### src/rtl/simd_dispatch_if.sv
// Handshake bundle between simd_dispatch, its upstream/downstream and the lane units.
// The master side is the environment; the dispatcher takes the slave side.
interface simd_dispatch_if #(
  parameter int unsigned WIDTH = 32,
  parameter int unsigned LANES = 4
);
  logic                   in_valid;
  logic                   in_ready;
  logic [LANES*WIDTH-1:0] in_data;
  logic [LANES-1:0]       in_mask;
  logic [LANES-1:0]       lane_valid;
  logic [LANES-1:0]       lane_pop;
  logic [LANES*WIDTH-1:0] lane_operand;
  logic [LANES-1:0]       lane_ready;
  logic [LANES-1:0]       lane_push;
  logic [LANES*WIDTH-1:0] lane_result;
  logic                   out_valid;
  logic                   out_ready;
  logic [LANES*WIDTH-1:0] out_data;
  logic [LANES-1:0]       out_mask;

  modport master (
    output in_valid, in_data, in_mask, lane_pop, lane_push, lane_result, out_ready,
    input  in_ready, lane_valid, lane_operand, lane_ready, out_valid, out_data, out_mask
  );

  modport slave (
    input  in_valid, in_data, in_mask, lane_pop, lane_push, lane_result, out_ready,
    output in_ready, lane_valid, lane_operand, lane_ready, out_valid, out_data, out_mask
  );
endinterface

### src/rtl/simd_dispatch.sv
// Scatters one operand vector to per-lane units and gathers their results into one
// output vector; issue (pop) and collect (push) of all lanes overlap within RUN.
module simd_dispatch #(
  parameter int unsigned WIDTH = 32,
  parameter int unsigned LANES = 4
) (
  input logic           clk,
  input logic           rst,
  simd_dispatch_if.slave bus
);

  typedef enum logic [1:0] {StIdle, StRun, StOutput} state_e;

  state_e                 state_q, state_d;
  logic [LANES-1:0]       issue_q, issue_d;
  logic [LANES-1:0]       coll_q, coll_d;
  logic [LANES-1:0]       mask_q, mask_d;
  logic [LANES*WIDTH-1:0] operand_q, operand_d;
  logic [LANES*WIDTH-1:0] result_q, result_d;

  always_comb begin
    state_d   = state_q;
    mask_d    = mask_q;
    operand_d = operand_q;
    result_d  = result_q;
    // Pops/pushes only affect pending lanes, so applying them in every state is harmless.
    issue_d   = issue_q & ~bus.lane_pop;
    coll_d    = coll_q & ~bus.lane_push;
    for (int i = 0; i < int'(LANES); i++) begin
      if (bus.lane_push[i] && coll_q[i]) begin
        result_d[i*WIDTH +: WIDTH] = bus.lane_result[i*WIDTH +: WIDTH];
      end
    end

    unique case (state_q)
      StIdle: begin
        if (bus.in_valid) begin
          operand_d = bus.in_data;
          mask_d    = bus.in_mask;
          issue_d   = bus.in_mask;
          coll_d    = bus.in_mask;
          result_d  = '0;
          state_d   = StRun;
        end
      end
      StRun: begin
        if (coll_d == '0) state_d = StOutput;
      end
      StOutput: begin
        if (bus.out_ready) state_d = StIdle;
      end
      default: state_d = StIdle;
    endcase
  end

  always_ff @(posedge clk) begin
    if (rst) begin
      state_q   <= StIdle;
      issue_q   <= '0;
      coll_q    <= '0;
      mask_q    <= '0;
      operand_q <= '0;
      result_q  <= '0;
    end else begin
      state_q   <= state_d;
      issue_q   <= issue_d;
      coll_q    <= coll_d;
      mask_q    <= mask_d;
      operand_q <= operand_d;
      result_q  <= result_d;
    end
  end

  assign bus.in_ready     = (state_q == StIdle);
  assign bus.lane_valid   = issue_q;
  assign bus.lane_ready   = coll_q;
  assign bus.lane_operand = operand_q;
  assign bus.out_valid    = (state_q == StOutput);
  assign bus.out_data     = result_q;
  assign bus.out_mask     = mask_q;

endmodule
### src/flat_wrapper.sv
// flat-port wrapper written by rule: the top's interface ports become plain ports
module simd_dispatch_flat 
#(
  parameter int unsigned WIDTH = 32,
  parameter int unsigned LANES = 4
)
  (clk, rst, bus_in_valid, bus_in_data, bus_in_mask, bus_lane_pop, bus_lane_push, bus_lane_result, bus_out_ready, bus_in_ready, bus_lane_valid, bus_lane_operand, bus_lane_ready, bus_out_valid, bus_out_data, bus_out_mask);
  simd_dispatch_if #(.WIDTH(WIDTH), .LANES(LANES)) bus_i ();
  input logic clk;
  input logic rst;
  input wire logic [$bits(bus_i.in_valid)-1:0] bus_in_valid;
  input wire logic [$bits(bus_i.in_data)-1:0] bus_in_data;
  input wire logic [$bits(bus_i.in_mask)-1:0] bus_in_mask;
  input wire logic [$bits(bus_i.lane_pop)-1:0] bus_lane_pop;
  input wire logic [$bits(bus_i.lane_push)-1:0] bus_lane_push;
  input wire logic [$bits(bus_i.lane_result)-1:0] bus_lane_result;
  input wire logic [$bits(bus_i.out_ready)-1:0] bus_out_ready;
  output wire logic [$bits(bus_i.in_ready)-1:0] bus_in_ready;
  output wire logic [$bits(bus_i.lane_valid)-1:0] bus_lane_valid;
  output wire logic [$bits(bus_i.lane_operand)-1:0] bus_lane_operand;
  output wire logic [$bits(bus_i.lane_ready)-1:0] bus_lane_ready;
  output wire logic [$bits(bus_i.out_valid)-1:0] bus_out_valid;
  output wire logic [$bits(bus_i.out_data)-1:0] bus_out_data;
  output wire logic [$bits(bus_i.out_mask)-1:0] bus_out_mask;
  assign bus_i.in_valid = bus_in_valid;
  assign bus_i.in_data = bus_in_data;
  assign bus_i.in_mask = bus_in_mask;
  assign bus_i.lane_pop = bus_lane_pop;
  assign bus_i.lane_push = bus_lane_push;
  assign bus_i.lane_result = bus_lane_result;
  assign bus_i.out_ready = bus_out_ready;
  assign bus_in_ready = bus_i.in_ready;
  assign bus_lane_valid = bus_i.lane_valid;
  assign bus_lane_operand = bus_i.lane_operand;
  assign bus_lane_ready = bus_i.lane_ready;
  assign bus_out_valid = bus_i.out_valid;
  assign bus_out_data = bus_i.out_data;
  assign bus_out_mask = bus_i.out_mask;
  simd_dispatch #(.WIDTH(WIDTH), .LANES(LANES)) u_core (.clk(clk), .rst(rst), .bus(bus_i));
endmodule
### config.mk
export PLATFORM = sky130hd
export DESIGN_NAME = simd_dispatch_flat
export DESIGN_NICKNAME = d
export VERILOG_FILES = /design/src/rtl/simd_dispatch_if.sv /design/src/rtl/simd_dispatch.sv /design/src/flat_wrapper.sv
export SDC_FILE = /design/constraint.sdc
export NUM_CORES = 1
export LEC_CHECK = 0
export CAP_MARGIN = 10
export CORE_AREA = 4 4 210 212
export DETAILED_ROUTE_END_ITERATION = 10
export DIE_AREA = 0 0 214 216
export SYNTH_ARGS = -nofsm -noshare
export SYNTH_HDL_FRONTEND = slang
export SYNTH_SLANG_ARGS = --single-unit
### constraint.sdc
create_clock -name clk -period 1.77 [get_ports clk]
set_input_delay 0.354 -clock clk [delete_from_list [all_inputs] [get_ports clk]]
set_output_delay 0.354 -clock clk [all_outputs]
set_load 0.005 [all_outputs]
======== Word-level counts from Yosys, hierarchy flattened ========
Index checks and enable logic that the tools add are counted.
cells by class
  multiplexer cells ....................... 14
  reductions and logical operators ........ 8
  equality and inequality tests ........... 5
  bitwise logic cells ..................... 4
operators with widths
  operator                                               count
  two-way mux 128 bit                                    2
  two-way mux 32 bit                                     4
  two-way mux 4 bit                                      4
  AND 4 bit                                              2
  NOT 4 bit                                              2
  two-way mux 2 bit                                      3
  one-hot mux 2 bit (3 select lines)                     1
  logical AND 1 bit                                      4
  logical NOT 4 bit                                      1
  inequality test 2 bit, second input constant           2
  AND reduction 3 bit                                    1
  == test 2 x 1 -> 1 bit, second input constant          1
  == test 2 bit, second input constant                   1
  logical NOT 2 bit                                      1
  inequality test 2 x 1 -> 1 bit, second input constant  1
  AND reduction 2 bit                                    1
word-level totals
  flip-flop bits (word level) ............. 270
  input bits .............................. 272

======== Longest topological paths before layout ========
  word-level depth ........................ 5
  mapped depth ............................ 6

======== Worst setup path after synthesis ========
No wires, ideal clock.
  path kind ............................... register -> register
  from .................................... register u_core.state_q[1]
  to ...................................... register u_core.operand_q[122] (netlist: u_core.bus.lane_operand[122])
  clock period less this slack ............ 1.358 ns
  required time ........................... 1.638 ns
  data arrival time ....................... 1.226 ns
  setup time .............................. 0.132 ns
  slack ................................... 0.412 ns
  path buffers ............................ 3
  cell stages (with the launch flop) ...... 7
  cell sequence ........................... dfxtp_1 or3b_1 buf_2 buf_6 buf_2 nand2_1 a21oi_1
between the ends
  longest elaborated chain between the ends .. 2
ends and longest elaborated chain
  item                           line                 source
  start, declared                simd_dispatch.sv:14  state_e state_q, state_d;
  start signal, assigned         simd_dispatch.sv:58  state_q <= StIdle;
  start signal, assigned         simd_dispatch.sv:65  state_q <= state_d;
  logical NOT 2 bit              simd_dispatch.sv:35  unique case (state_q)
  AND reduction 2 bit (no line)  --
  end signal, assigned           simd_dispatch.sv:69  operand_q <= operand_d;
  end, declared                  simd_dispatch.sv:18  logic [LANES*WIDTH-1:0] operand_q, operand_d;
Every way passes these cells.
A chain may end at the register's enable or synchronous reset.

======== Final worst setup path ========
  from .................................... register u_core.result_q[75] (netlist: u_core.bus.out_data[75])
  to ...................................... output port bus_out_data[75]
RTL lines
  item                    line                 source
  start, declared         simd_dispatch.sv:19  logic [LANES*WIDTH-1:0] result_q, result_d;
  start signal, assigned  simd_dispatch.sv:70  result_q <= result_d;
  end, declared           flat_wrapper.sv:23   output wire logic [$bits(bus_i.out_data)-1:0] bus_out_data;
No word-level cell between the ends.

==> impl_metrics.toml <==
[synthesis]
synth_edf_count = 0
synthTopCellsByArea = "dfxtp_1 (58%), nand2_1 (21%), a21oi_1 (14%)"
syn_nets = 1449
synth_common_cells = "nand2_1 (528), dfxtp_1 (270), a21oi_1 (268)"
ys_warn_count = 0
postSynth.asyncResetShare_pct = 0
synth_ff_type = "dfxtp_1"
ys_types = 19
post-synth-top-count-cell = "nand2_1"
synthCells = 1177
avgSynthCellArea_um2 = 7.94
synth_top_area_share_pct = 57.8
syn_area_um2 = 9350
yosysTopAreaCell = "dfxtp_1"
synth-seq-area-share_pct = 57.8
ys_ff_latch = 270

[timing]
worst_slack_ns = 0.0510
max_freq_mhz = 582
setup_viol = 0
tightest_slew_ns = 0.367
slew_headroom_pct = 75.5
finalHoldViolCount = 0
slew_violations = 0
fin_setup_tns_ns = 0
post-route-period-util_pct = 97.1
holdWs_ns = 0.0935
min_period_ns = 1.72
fin_skew_ns = 0.0291
grt_setup_unrepaired = "false"

[clock_network]
cts_setup_buffers = 0
clock_latency_ns = 0.57
cts_tree = "built"
cts_hold_buf = 0
ctsLongestPathBuffers = 3
cts_made_buffers = 31
clock_sinks = 270
htree_levels = 1
cts.reportedPaths.clkPinSlew_ns = 0.06
clockRootBuffer = "clkbuf_16"

[placement]
hpwlAfterDp_mm = 28.6
post-place-cells = 2214
place_congestion = 0.828
pre_cts_slack_ns = -0.242
portBuffers = 541

[layout]
fillCellCount = 4308
area_growth_pct = 74.8
layout-drive-gt1-share_pct = 6.54
fin_cells = 2269
fin_nets = 1980

[power]
pwr_density_cell_nw_per_um2 = 918
ir_drop_v = 0.000662
p_leak_uw = 0.00725
power.total_uw = 15000

[setup_path]
critPathCaptureType = "primary output"
worstPathCellList = "clkdlybuf4s50_1"
slowest_delay_ns = 0.50
critPathTopFamily = "buffers and inverters"
worstPathRequired_ns = 1.42
start_kind = "flop"
path_class = "flop to primary output"
crit_path_start = "u_core.bus.out_data[75]"
rrSetupSlack_ns = 0.22
r2r_start = "u_core.state_q[1]"
worstPathArrival_ns = 1.36
cp_num_buf_inv = 1
critPathSlowestCell = "clkdlybuf4s50_1"
crit_fanout = 2

[floorplan]
core_um2 = 41900
die_area_um2 = 46200
die_y_um = 216
die_w_um = 214
start_util_pct = 22.3
row_count = 75
io_pins = 542

[global_routing]
met3_usage_pct = 5.25
grt_pass1_wl_mm = 56.4
grt_usage_pct = 15.2
overflow = 0
use_met2_pct = 26.2
antenna_found_initial = 2
grtUsageMet1_pct = 17.7
busiest_layer = "met2"
grt_max_degree = 62
grt_pass1_vias = 9700

[detailed_routing]
drtIter0Drc = 494
wirelength_mm = 37.9
via_per_inst = 4.29
ant_nets = 0
drc = 0
firstDrtPassIters = 4
vias = 9729
wire_per_inst_um = 16.7

[hold_path]
hold_path.class = "input pin to flop"
holdCritStartpoint = "rst"

[job]
cap_viol_max_count = 0

[outcome]
status = "complete, no violations"
[what timing repair did]
item | 4_1_cts | 5_1_grt
endpoints found under the hold margin | 0 | 0
endpoints found under the setup margin | 250 | 20
resized for setup | 270 | 21
[state kept, by name, indices dropped and copies added, names as in the netlist]
signal	cells
u_core.state_q	2
u_core.bus.lane_operand	128
u_core.bus.lane_valid	4
u_core.bus.lane_ready	4
u_core.bus.out_data	128
u_core.bus.out_mask	4
[where the power goes]
group	internal, uW	leakage (uW)	total (uW)	switching, uW
clock	3880	0.000507	6440	2560
combinational	1150	0.00454	2070	925
sequential	6350	0.00221	6490	141
total	11400	0.00725	15000	3620
[cell type report]
type,count,area (um^2),share of cell area (%)
Antenna cell,2,5.00,0.0306
Clock buffer,45,928,5.68
Clock inverter,8,92.6,0.567
Multi-Input combinational cell,819,3500,21.4
Sequential cell,270,5430,33.2
Tap cell,539,674,4.13
Timing Repair Buffer,586,5710,34.9
[per-stage QoR]
step	utilization, %	instance area [um^2]
after floorplan	-	9350
after global placement	37.1	15600
after detailed placement	37.1	15600
after CTS	38.8	16300
after global routing	39.0	16300
final	39.0	16300
[layer usage]
metal  up-vias  routed length (um)
li1       4833                   -
met1      4453               15600
met2       378               18100
met3        65                2960
met4         0                1210
met5         -                   0
[cell families after synthesis]
logic type	synth area share, %
simple gates	22.7
compound gates	14.6
flops	57.8
buf+inv	4.90
[cell usage in the layout (no fill, tap or decap), types with 2 or more instances in the layout]
cell type,count
buf_4,28
diode_2,2
bufinv_16,2
clkinv_2,5
nor2b_1,4
a21oi_1,268
dlygate4sd2_1,248
nand2_1,528
nand3b_1,4
nor2_1,2
buf_12,18
clkbuf_1,4
dfxtp_2,10
dfxtp_1,257
clkdlybuf4s50_1,271
and2_1,4
clkbuf_16,31
clkbuf_8,10
dlymetal6s2s_1,19
dfxtp_4,3
[final timing paths]
check | to | depth (start not counted)
max | bus_out_data[75] | 1
min | u_core.bus.lane_operand[2] | 2
max reg2reg | u_core.bus.out_data[60] | 4
min reg2reg | u_core.bus.lane_operand[123] | 2
Power figures use the tool's default switching activity.
==> variant, RTL diff (same flow settings) <==
`WIDTH` is set to 32 in 3 places; all go to 40.
--- a/src/rtl/simd_dispatch_if.sv
+++ b/src/rtl/simd_dispatch_if.sv
@@ -3,3 +3,3 @@
 interface simd_dispatch_if #(
-  parameter int unsigned WIDTH = 32,
+  parameter int unsigned WIDTH = 40,
   parameter int unsigned LANES = 4
--- a/src/rtl/simd_dispatch.sv
+++ b/src/rtl/simd_dispatch.sv
@@ -3,3 +3,3 @@
 module simd_dispatch #(
-  parameter int unsigned WIDTH = 32,
+  parameter int unsigned WIDTH = 40,
   parameter int unsigned LANES = 4
--- a/src/flat_wrapper.sv
+++ b/src/flat_wrapper.sv
@@ -3,3 +3,3 @@
 #(
-  parameter int unsigned WIDTH = 32,
+  parameter int unsigned WIDTH = 40,
   parameter int unsigned LANES = 4
Ports: changed (resized bus_in_data, bus_lane_operand, bus_lane_result and bus_out_data); port bits go from 542 to 670. No check against the original RTL was run, so the function may have changed too.
==> variant against the original RTL <==
  * Routed wire length is 32% higher
  * Worst setup slack worse by 0.020 ns
  * Clock power rose by 27%
  * Sequential share of layout area is 0.22 points higher
  * First-iteration DRC count increased by 17%
  * Total power up 25%
  * Non-clock buffer count rose by 122
  * Die area did not move
  * Synthesized area up 23%
  * Sequential cell count increased by 64
  * Critical path depth did not move
  * Final area increased by 23%
  * Largest power group is now the clock network
  * Highest routed layer is now met5
==> variant: results (changes against the original RTL) <==
* Worst Hold Depth at 2 (unchanged)
* Post-synth top cells: nand2_1 (656), dfxtp_1 (334), a21oi_1 (332)
* Clock H-tree levels at 2 (+1)
* Peak supply drop at 712.7 uV (+7.6%)
* First-pass GRT wire length at 73.97 mm (+31%)
* Leak at 0.008982 uW (+24%)
* Clock root cell: clkbuf_16
* Routed WL per cell at 18.79 um (+13%)
* Crit-path max FO at 2 (unchanged)
* Unique masters post-synth at 18 (-1)
* Detailed placement HPWL at 38.12 mm (+33%)
* GPL Wtd Cong at 0.8606 (+3.9%)
* Worst path slowest cell: clkdlybuf4s50_1
* Vias in the first global route at 11.87k (+22%)
* Total GRT Usage at 20.48% (+5.3 points)
* DR vias/cell at 4.525 (+5.5%)
* Synth top area cells: dfxtp_1 (58%), nand2_1 (21%), a21oi_1 (14%)
* Crit path from: u_core.bus.out_data[129]$_SDFF_PP0_
* Final #Nets at 2430 (+23%)
* Drt pass-1 iters at 5 (+1)
* Port bufs at 669 (+24%)
* Crit-path leading delay family: buffers and inverters
* Syn nets at 1791 (+24%)
* Post-synthesis async set-or-reset flop share at 0% (unchanged)
* Fin Clk Skew at 0.01297 ns (-0.01613 ns)
* CP endpoint: bus_out_data[129]
* Setup slack, reg-to-reg at 0.26 ns (+0.04 ns)
* Maximum clock insertion buffer count at 3 (unchanged)
* Largest net degree at the start of global routing at 69 (+11%)
* Reg2reg path depth at 4 (unchanged)
* RR Endpoint: u_core.bus.out_data[47]$_SDFF_PP0_
* Initial antenna violation count at 5 (+3)
* Critical Path Max Stage Delay at 0.51 ns
* Placed cell areas at 18910 um^2 (+22%)
* Endpoints failing setup at 0 (unchanged)
* Clk_lat worst skew at 0.54 ns (-0.03 ns)
* Cts bufs inserted at 39 (+26%)
* Worst hold slack at 0.07368 ns (-0.01985 ns)
* Most used flip-flop cell after synthesis: dfxtp_1
* Drt initial violations at 577 (+17%)
* Share of layout cells above drive strength 1 at 5.335% (-1.2 points)
* Post-CTS Repair Setup Buffers at 0 (unchanged)
* Crit share post-route at 98.24% (+1.1 points)
* Status: finished, final reports clean
* Register area share after synthesis at 58.21% (+0.38 points)
* Least-Margin Pin Slew at 0.3737 ns (+0.006766 ns)
* Dpl ws at -0.1879 ns (+0.05449 ns)
* CTS clk-pin slew, worst paths at 0.06 ns (about the same)
* Hold Path Class: in2reg
* CP arrival at 1.38 ns (+0.02 ns)
* Hold Path End: u_core.bus.out_mask[2]$_SDFFE_PP0P_
## variant: cell count changes in the layout (fill, tap and decap cells not counted), sizes merged
cell,before,now
nand2,528,656
clkdlybuf4s50,271,367
a21oi,268,332
dfxtp,270,334
dlymetal6s2s,19,42
clkbuf,45,59
dlygate4sd2,248,258
buf,47,40
clkinv,5,3
diode,2,4
clkinvlp,1,0
inv,0,1
## variant: kinds of logic after synthesis
| family | count (synthesis) | share of synthesized area, % |
|---|---|---|
| compound gates | 335 | 14.66 |
| buf+inv | 110 | 4.564 |
| flops | 334 | 58.21 |
| simple gates | 676 | 22.57 |
## variant: area by class of cell
| cell class | count | area (um^2) |
|---|---|---|
| multi-input combinational | 1011 | 4295 |
| fill | 4199 | 21920 |
| tap | 539 | 674.4 |
| sequential | 334 | 6698 |
| antenna | 4 | 10.01 |
| clock inverter | 6 | 87.58 |
| timing repair buffer | 708 | 7037 |
| clock buffer | 59 | 1224 |
## variant: timing repair
action	in CTS	in global routing
cloned	0	0
gates resized for setup	269	43
setup endpoints to repair	261	43
## variant: metal layers
layer | part of all wire (%) | GRT usage (%)
met5 | 0.026 | 0
met2 | 50 | 36.34
met3 | 9.2 | 8.017
met1 | 36 | 21.65
met4 | 4.0 | 8.904
## variant: power breakdown
group	internal (uW)	switching, uW	total [uW]
Sequential	7860	167	8020
Clock	5030	3150	8190
Combinational	1370	1140	2510
Total	14300	4460	18700
## variant: through the flow
step	cells	TNS (ns)	util (%)
after floorplan	1455	0	-
after global placement	2592	-34.07	45.07
after detailed placement	2592	-43.98	45.07
after CTS	2657	0	47.46
after global routing	2661	-0.006296	47.74
final	2661	0	47.74
